### src/rtl/muldiv_unit.sv
// RV32M multiply/divide unit: 32-cycle iterative shift-add multiply and
// restoring divide on operand magnitudes, with the sign applied on the final step.
module muldiv_unit (
    input  logic        clk,
    input  logic        rst,
    input  logic        start,
    input  logic [2:0]  funct3,
    input  logic [31:0] a,
    input  logic [31:0] b,
    output logic        busy,
    output logic        done,
    output logic [31:0] result
);

    localparam int unsigned XLEN = 32;
    localparam int unsigned CW   = 5;

    localparam logic [2:0] F3_MUL    = 3'b000;
    localparam logic [2:0] F3_MULH   = 3'b001;
    localparam logic [2:0] F3_MULHSU = 3'b010;
    localparam logic [2:0] F3_MULHU  = 3'b011;
    localparam logic [2:0] F3_DIV    = 3'b100;
    localparam logic [2:0] F3_DIVU   = 3'b101;
    localparam logic [2:0] F3_REM    = 3'b110;
    localparam logic [2:0] F3_REMU   = 3'b111;

    localparam logic [CW-1:0] LAST_CNT = CW'(XLEN - 1);

    typedef enum logic [1:0] {
        IDLE = 2'd0,
        CALC = 2'd1,
        DONE = 2'd2
    } state_t;

    state_t            state, state_n;
    logic [CW-1:0]     cnt, cnt_n;
    logic [2:0]        f3_q, f3_n;
    logic              neg_main_q, neg_main_n;
    logic              neg_rem_q, neg_rem_n;
    logic [XLEN-1:0]   m_q, m_n;
    logic [XLEN-1:0]   hi_q, hi_n;
    logic [XLEN-1:0]   lo_q, lo_n;
    logic              busy_n, done_n;
    logic [XLEN-1:0]   result_n;

    // Operand decode for acceptance in IDLE
    logic              a_sgn, b_sgn, a_neg, b_neg, is_div;
    logic [XLEN-1:0]   a_mag, b_mag;

    assign is_div = funct3[2];
    assign a_sgn  = (funct3 == F3_MULH) || (funct3 == F3_MULHSU) ||
                    (funct3 == F3_DIV)  || (funct3 == F3_REM);
    assign b_sgn  = (funct3 == F3_MULH) || (funct3 == F3_DIV) || (funct3 == F3_REM);
    assign a_neg  = a_sgn & a[XLEN-1];
    assign b_neg  = b_sgn & b[XLEN-1];
    assign a_mag  = a_neg ? (~a + XLEN'(1)) : a;
    assign b_mag  = b_neg ? (~b + XLEN'(1)) : b;

    // One iteration: multiply shifts {hi,lo} right, divide shifts left and trial-subtracts
    logic [XLEN:0]     mul_sum, mul_tmp, div_shift;
    logic              div_ge;
    logic [XLEN-1:0]   step_hi, step_lo;

    always_comb begin
        mul_sum   = {1'b0, hi_q} + {1'b0, m_q};
        mul_tmp   = lo_q[0] ? mul_sum : {1'b0, hi_q};
        div_shift = {hi_q, lo_q[XLEN-1]};
        div_ge    = div_shift[XLEN] || (div_shift[XLEN-1:0] >= m_q);
        if (f3_q[2]) begin
            step_hi = div_ge ? (div_shift[XLEN-1:0] - m_q) : div_shift[XLEN-1:0];
            step_lo = {lo_q[XLEN-2:0], div_ge};
        end else begin
            step_hi = mul_tmp[XLEN:1];
            step_lo = {mul_tmp[0], lo_q[XLEN-1:1]};
        end
    end

    // Sign fix-up and result selection from the last iteration's outputs
    logic [2*XLEN-1:0] prod, prod_s;
    logic [XLEN-1:0]   quo_s, rem_s, final_res;

    always_comb begin
        prod   = {step_hi, step_lo};
        prod_s = neg_main_q ? (~prod + (2*XLEN)'(1)) : prod;
        quo_s  = neg_main_q ? (~step_lo + XLEN'(1)) : step_lo;
        rem_s  = neg_rem_q  ? (~step_hi + XLEN'(1)) : step_hi;
        case (f3_q)
            F3_MUL:                        final_res = prod_s[XLEN-1:0];
            F3_MULH, F3_MULHSU, F3_MULHU:  final_res = prod_s[2*XLEN-1:XLEN];
            F3_DIV, F3_DIVU:               final_res = quo_s;
            F3_REM, F3_REMU:               final_res = rem_s;
            default:                       final_res = '0;
        endcase
    end

    // Next-state and next-output logic
    always_comb begin
        state_n    = state;
        cnt_n      = cnt;
        f3_n       = f3_q;
        neg_main_n = neg_main_q;
        neg_rem_n  = neg_rem_q;
        m_n        = m_q;
        hi_n       = hi_q;
        lo_n       = lo_q;
        result_n   = result;

        case (state)
            IDLE: begin
                if (start) begin
                    state_n    = CALC;
                    cnt_n      = '0;
                    f3_n       = funct3;
                    m_n        = is_div ? b_mag : a_mag;
                    hi_n       = '0;
                    lo_n       = is_div ? a_mag : b_mag;
                    // b=0 leaves the raw all-ones quotient unsigned
                    neg_main_n = is_div ? ((a_neg ^ b_neg) && (b != '0)) : (a_neg ^ b_neg);
                    neg_rem_n  = a_neg;
                end
            end
            CALC: begin
                hi_n  = step_hi;
                lo_n  = step_lo;
                cnt_n = cnt + CW'(1);
                if (cnt == LAST_CNT) begin
                    state_n  = DONE;
                    result_n = final_res;
                end
            end
            DONE: begin
                state_n = IDLE;
            end
            default: begin
                state_n = IDLE;
            end
        endcase

        busy_n = (state_n != IDLE);
        done_n = (state_n == DONE);
    end

    // State and registered outputs
    always_ff @(posedge clk) begin
        if (rst) begin
            state      <= IDLE;
            cnt        <= '0;
            f3_q       <= '0;
            neg_main_q <= 1'b0;
            neg_rem_q  <= 1'b0;
            m_q        <= '0;
            hi_q       <= '0;
            lo_q       <= '0;
            busy       <= 1'b0;
            done       <= 1'b0;
            result     <= '0;
        end else begin
            state      <= state_n;
            cnt        <= cnt_n;
            f3_q       <= f3_n;
            neg_main_q <= neg_main_n;
            neg_rem_q  <= neg_rem_n;
            m_q        <= m_n;
            hi_q       <= hi_n;
            lo_q       <= lo_n;
            busy       <= busy_n;
            done       <= done_n;
            result     <= result_n;
        end
    end

endmodule
### config.mk
export PLATFORM = sky130hd
export DESIGN_NAME = muldiv_unit
export DESIGN_NICKNAME = d
export VERILOG_FILES = /design/src/rtl/muldiv_unit.sv
export SDC_FILE = /design/constraint.sdc
export NUM_CORES = 1
export LEC_CHECK = 0
export BUFFER_PORTS_ARGS = -buffer_cell sky130_fd_sc_hd__buf_2
export CORE_MARGIN = 2
export CORE_UTILIZATION = 55
export CTS_CLUSTER_SIZE = 8
export DETAILED_ROUTE_END_ITERATION = 16
export PLACE_DENSITY = 0.73
export RECOVER_POWER = 50
export SYNTH_ARGS = -nofsm -noshare
export SYNTH_HDL_FRONTEND = slang
export SYNTH_SLANG_ARGS = --single-unit
### constraint.sdc
create_clock -name clk -period 6.7 [get_ports clk]
set_input_delay 1.34 -clock clk [delete_from_list [all_inputs] [get_ports clk]]
set_output_delay 1.34 -clock clk [all_outputs]
set_load 0.005 [all_outputs]
; Word-level counts from Yosys, hierarchy flattened
; Index checks and enable logic that the tools add are counted.
[word_totals]
register_bits = 142
latchBits = 0
ramBits = 0
romBits = 0
output_inout_bits = 34
n_memories = 0
[classes]
addsub = 8
mul = 0
div = 0
magnitude_cmp = 1
eq_ne = 15
n_shift = 0
muxes = 22
bitwise = 8
reduce_logical = 18
[op_table]
columns = op, count
row1 = 32-bit 2-to-1 mux, 11
row2 = "32-bit by 1-bit adder with 32-bit output, second input constant", 4
row3 = 32-bit inverter, 4
row4 = 32-bit case mux with 2 select lines, 2
row5 = 32-bit case mux with 4 select lines, 1
row6 = "64-bit by 1-bit adder with 64-bit output, second input constant", 1
row7 = 64-bit 2-to-1 mux, 1
row8 = 64-bit inverter, 1
row9 = 32-bit by 32-bit adder with 33-bit output, 1
row10 = 33-bit 2-to-1 mux, 1
row11 = 32-bit >= comparator, 1
row12 = 32-bit nonzero test, 1
row13 = 32-bit subtractor, 1
row14 = "3-bit equality test, second input constant", 6
row15 = 5-bit case mux with 2 select lines, 1
row16 = "3-bit by 2-bit equality test with 1-bit output, second input constant", 3
row17 = "3-bit by 1-bit equality test with 1-bit output, second input constant", 2
row18 = 1-bit logical OR, 6
row19 = 2-bit AND reduction, 3
row20 = "5-bit by 1-bit adder with 5-bit output, second input constant", 1
row21 = "5-bit equality test, second input constant", 1
row22 = 5-bit 2-to-1 mux, 1
row23 = 2-bit 2-to-1 mux, 2
row24 = 2-bit case mux with 2 select lines, 1
row25 = 12 further kinds, 15

; Logic depth before layout (Yosys ltp)
[logic_depth]
depth_word = 9
mapped_depth = 25

; Least setup slack after synthesis
; OpenSTA, ideal clock, no wires.
[synth_timing]
path_type = reg2reg
from = register f3_q[2]
to = register result[18]
setup_time_ps = 131
t_arrival_ps = 5431
required_ps = 6569
setup_slack_ps = 1138
stages_incl_launch_ff = 22
path_buffers = 9
synth_period_minus_slack_ps = 5562
cell_sequence = dfxtp_1 buf_2 buf_2 buf_2 clkbuf_1 clkbuf_1 buf_1 clkbuf_1 clkbuf_1 mux2i_1 ha_1 inv_1 or4_1 or3_1 or3_1 nor2_1 nand2b_1 clkbuf_1 o41ai_1 xnor2_1 a221oi_1 nor3_1
[synth_via]
elab_chain_len = 5
[synth_rtl]
columns = element, line_no
row1 = from (decl), 37  ; logic [2:0] f3_q, f3_n;
row2 = from (signal assigned), 160  ; f3_q <= f3_n;
row3 = 32-bit 2-to-1 mux, 69  ; if (f3_q[2]) begin
row4 = "64-bit inverter, or another cell as far along", 84  ; prod_s = neg_main_q ? (~prod + (2*XLEN)'(1)) : prod;
row5 = "64-bit by 1-bit adder with 64-bit output, or another cell as far along", 84
row6 = "64-bit 2-to-1 mux, or another cell as far along", 84
row7 = 32-bit case mux with 4 select lines *, 87  ; case (f3_q)
row8 = to (signal assigned), 168  ; result <= result_n;
row9 = to (decl), 12  ; output logic [31:0] result
; Mark *: on every way between the ends. The rest lies on a longest branch, timed or not.
; A chain may end at the register's enable or synchronous reset.

; Worst setup path after layout
[layout_timing]
from = register lo_q[31]
to = register result[24]
[layout_via]
elab_chain_len = 8
[layout_rtl]
columns = element, line_no
row1 = from (decl), 42  ; logic [XLEN-1:0] lo_q, lo_n;
row2 = from (signal assigned), 165  ; lo_q <= lo_n;
row3 = 32-bit >= comparator, 68  ; div_ge = div_shift[XLEN] || (div_shift[XLEN-1:0] >= m_q);
row4 = 1-bit logical OR, 68
row5 = 32-bit 2-to-1 mux, 70  ; step_hi = div_ge ? (div_shift[XLEN-1:0] - m_q) : div_shift[XLEN-1:0];
row6 = 32-bit 2-to-1 mux, 69
row7 = 64-bit inverter or 32-bit inverter (tied branches), "84, 86"
row8 = 64-bit by 1-bit adder with 64-bit output or 32-bit by 1-bit adder with 32-bit output (tied branches), "84, 86"
row9 = 64-bit 2-to-1 mux or 32-bit 2-to-1 mux (tied branches), "84, 86"
row10 = 32-bit case mux with 4 select lines *, 87
; Marks and branches as above.

==> impl_metrics.ini <==
[cts]
htreeDepth = 4
cts_num_sinks = 142
cts_resized = 0
cts_hold_buf = 0
cts_buffer_depth = 2
path_clk_slew_ps = 70
clkLatencyLatePin_ps = 460
root_buffer = clkbuf_16
cts_tree = built
cts_inserted_buffers = 17
cts_setup_buffers = 0

[floorplanning]
initial_core_util_pct = 56.1
row_count = 60
die_area_sq_mm = 0.0289
core_area_sq_mm = 0.0270
fp.dieW_um = 170
pin_count = 104
die_h_um = 170

[placement]
dp_hpwl_um = 47000
port_buffers = 103
dp_slack_ps = 906
gp_congestion = 1.06

[power]
p_per_area_mw_per_mm2 = 204
power.internal_uw = 1840
pwr-share-clk_pct = 30.5
power_switching_uw = 1500
seq_power_share_pct = 28.4
combPwrFrac_pct = 41.1
sw_frac_of_total_pct = 44.9
p_leak_uw = 0.00620
ir_drop_v = 0.000184

[routing]
drc = 0
wire_per_inst_um = 24.3
drt_pass1_iterations = 12
postRouteWirelength_um = 61800
num_vias = 17718
vias_per_cell = 6.97
ant_nets = 0
drt-initial-drc-count = 2543

[critical_path]
startpoint_type = register
worst_path_most_repeated_cell = o21ai_2
worstSetupPathType = reg2reg
cp_top_family = compound AO/OA/AOI/OAI gates
worstPathArrival_ps = 6410
cp_slowest_cell = o221ai_1
crit_path_cell_trace = inv_1 > ha_1 > fa_1 > nand2b_1 > a211oi_1 > o21ai_2 > a21oi_1 > o21ai_2 > buf_4 > a31o_2 > o221ai_1 > or4b_1 > nor4b_1 > a31oi_1 > xnor2_1 > a2111oi_0 > o21ai_0
worst-path-max-fanout = 25
cpPeakStageDelay_ps = 800
crit_path_end_kind = register
cp.buffers_inverters = 2
critical_path_required_ps = 7030

[synth]
ys_seq_elements = 142
synthesis.nets = 2311
synth.cell_area_sq_mm = 0.0152
ys.flop_type = dfxtp_1
synth_edf_count = 0
async_flop_share_pct = 0
synth_cells = 2170
yosysWarnings = 0
avgSynthCellArea_sq_um = 6.99
ys_seq_area_share_pct = 18.7
ys_types = 93

[final_layout]
layout_commonest_cell = nor2_1
layout.cells.most_common_list = nor2_1, nand2_1, a21oi_1, o21ai_0, dfxtp_1
areaGrowthSynthToFinish_pct = 8.00
n_antenna_cell = 0
drive_above_1_share_pct = 9.40
n_fill_cell = 2649
final_util_pct = 60.6
seqCellArea_sq_mm = 0.00285
fin_nets = 2330
multi_input_area_sq_mm = 0.0115

[grt]
grt_use_total_pct = 42.2
grt_max_degree = 100
grt_pass1_vias = 16265
grt_pass1_wl_um = 94000
grt_remaining_overflow = 0
antenna_found_initial = 1

[sta]
fmax_mhz = 164
relSlewSlack_pct = -88.6
worst_pin_slew_ps = 2830
rsz0062_at_grt = no
finalSetupViolations = 0
fin_hold_ws_ps = 482
skew_ps = 15.1
final_max_slew_viol_count = 139
finalCritPeriodShare_pct = 90.8
hold_violations = 0
setup_tns_ps = 0
min_period_ps = 6080
fin_ws_ps = 618

[job]
drv_cap = 3

[run_status]
violations = capacitance limit, slew limit
status = finished, violations left

[min_path]
min_path_type = reg2reg
[state kept, by name, summed over array words and instances, names as in the netlist, 2 cells and up]
register	flops
m_q	32
hi_q	32
lo_q	32
result	32
state	2
cnt	5
f3_q	3
[Yosys cell counts (12+ instances only)]
| cell type | count | area [sq um] |
|---|---|---|
| a222oi_1 | 12 | 120 |
| nand3_1 | 44 | 220 |
| o21a_1 | 21 | 158 |
| o22ai_1 | 19 | 119 |
| a21o_1 | 18 | 135 |
| clkbuf_1 | 105 | 394 |
| nor4_1 | 14 | 87.6 |
| nand4_1 | 21 | 131 |
| or4_1 | 12 | 90.1 |
| and2_1 | 16 | 100 |
| xor2_1 | 74 | 648 |
| xnor2_1 | 94 | 823 |
| buf_2 | 16 | 80.1 |
| nor3_1 | 61 | 305 |
| nand2_1 | 238 | 893 |
| o21ai_0 | 149 | 746 |
| or3_1 | 26 | 163 |
| nor2_1 | 253 | 950 |
| a211oi_1 | 40 | 300 |
| a221oi_1 | 21 | 184 |
| o31ai_1 | 28 | 210 |
| a31oi_1 | 36 | 225 |
| ha_1 | 69 | 863 |
| dfxtp_1 | 142 | 2840 |
| a22oi_1 | 54 | 405 |
| inv_1 | 71 | 267 |
| o211ai_1 | 40 | 300 |
| mux2i_1 | 29 | 290 |
| nand2b_1 | 14 | 87.6 |
| a21oi_1 | 205 | 1030 |
| mux2_2 | 20 | 225 |
[final timing paths]
| kind | startpoint | to | slack, ps | cells past startpoint |
|---|---|---|---|---|
| worst max register to register | lo_q[31] | result[24] | 620 | 17 |
| worst max-delay path | lo_q[31] | result[24] | 620 | 17 |
| worst min-delay path | m_q[19] | m_q[19] | 480 | 2 |
| worst min register to register | m_q[19] | m_q[19] | 480 | 2 |
[layout make-up]
type,instances,area share [%]
clock buffer,17,2.60
multi-input combinational,1817,70.2
tap,341,2.60
clock inverter,15,1.13
inverter,73,1.67
timing repair buffer,138,4.45
sequential,142,17.4
[logic make-up after synthesis]
group                      after synthesis  synth area share, %
adders and majority gates               71                 5.95
and+or+nand+nor                        762                 23.4
buffers and inverters                  211                 5.60
xor gates and xnor gates               168                 9.70
AOI/OAI and AO/OA                      767                 33.2
muxes                                   49                 3.40
DFF                                    142                 18.7
[power groups by stage]
stage / logic (uW) / registers, uW / clock network [uW]
6_report: 1370 / 949 / 1020
4_1_cts: 1320 / 946 / 1010
3_5_place_dp: 1310 / 965 / 0
5_1_grt: 1460 / 953 / 1040
2_1_floorplan: 924 / 937 / 0
3_3_place_gp: 1310 / 963 / 0
[worst min-delay path, cell delays in order (launching register included)]
cell and delay [ps]:
dfxtp_1 330, nand2_1 60, a21oi_1 50
[per-stage QoR]
stage,instances,instance area (sq um),total power (uW)
6_report,2543,16400,3340
5_1_grt,2543,16400,3450
4_1_cts,2543,16400,3270
3_5_place_dp,2511,15800,2280
3_3_place_gp,2511,15800,2280
2_1_floorplan,2170,15200,1860
[routing by layer]
layer / vias to the layer above / global-route usage [%] / share of wire [%]
met3: 258 / 10.0 / 11
met2: 1172 / 63.9 / 42
met5: - / 0 / 0.018
met4: 2 / 26.3 / 7.3
li1: 8085 / - / -
met1: 8201 / 54.0 / 40
No activity file was read; power rests on OpenSTA's default activity.
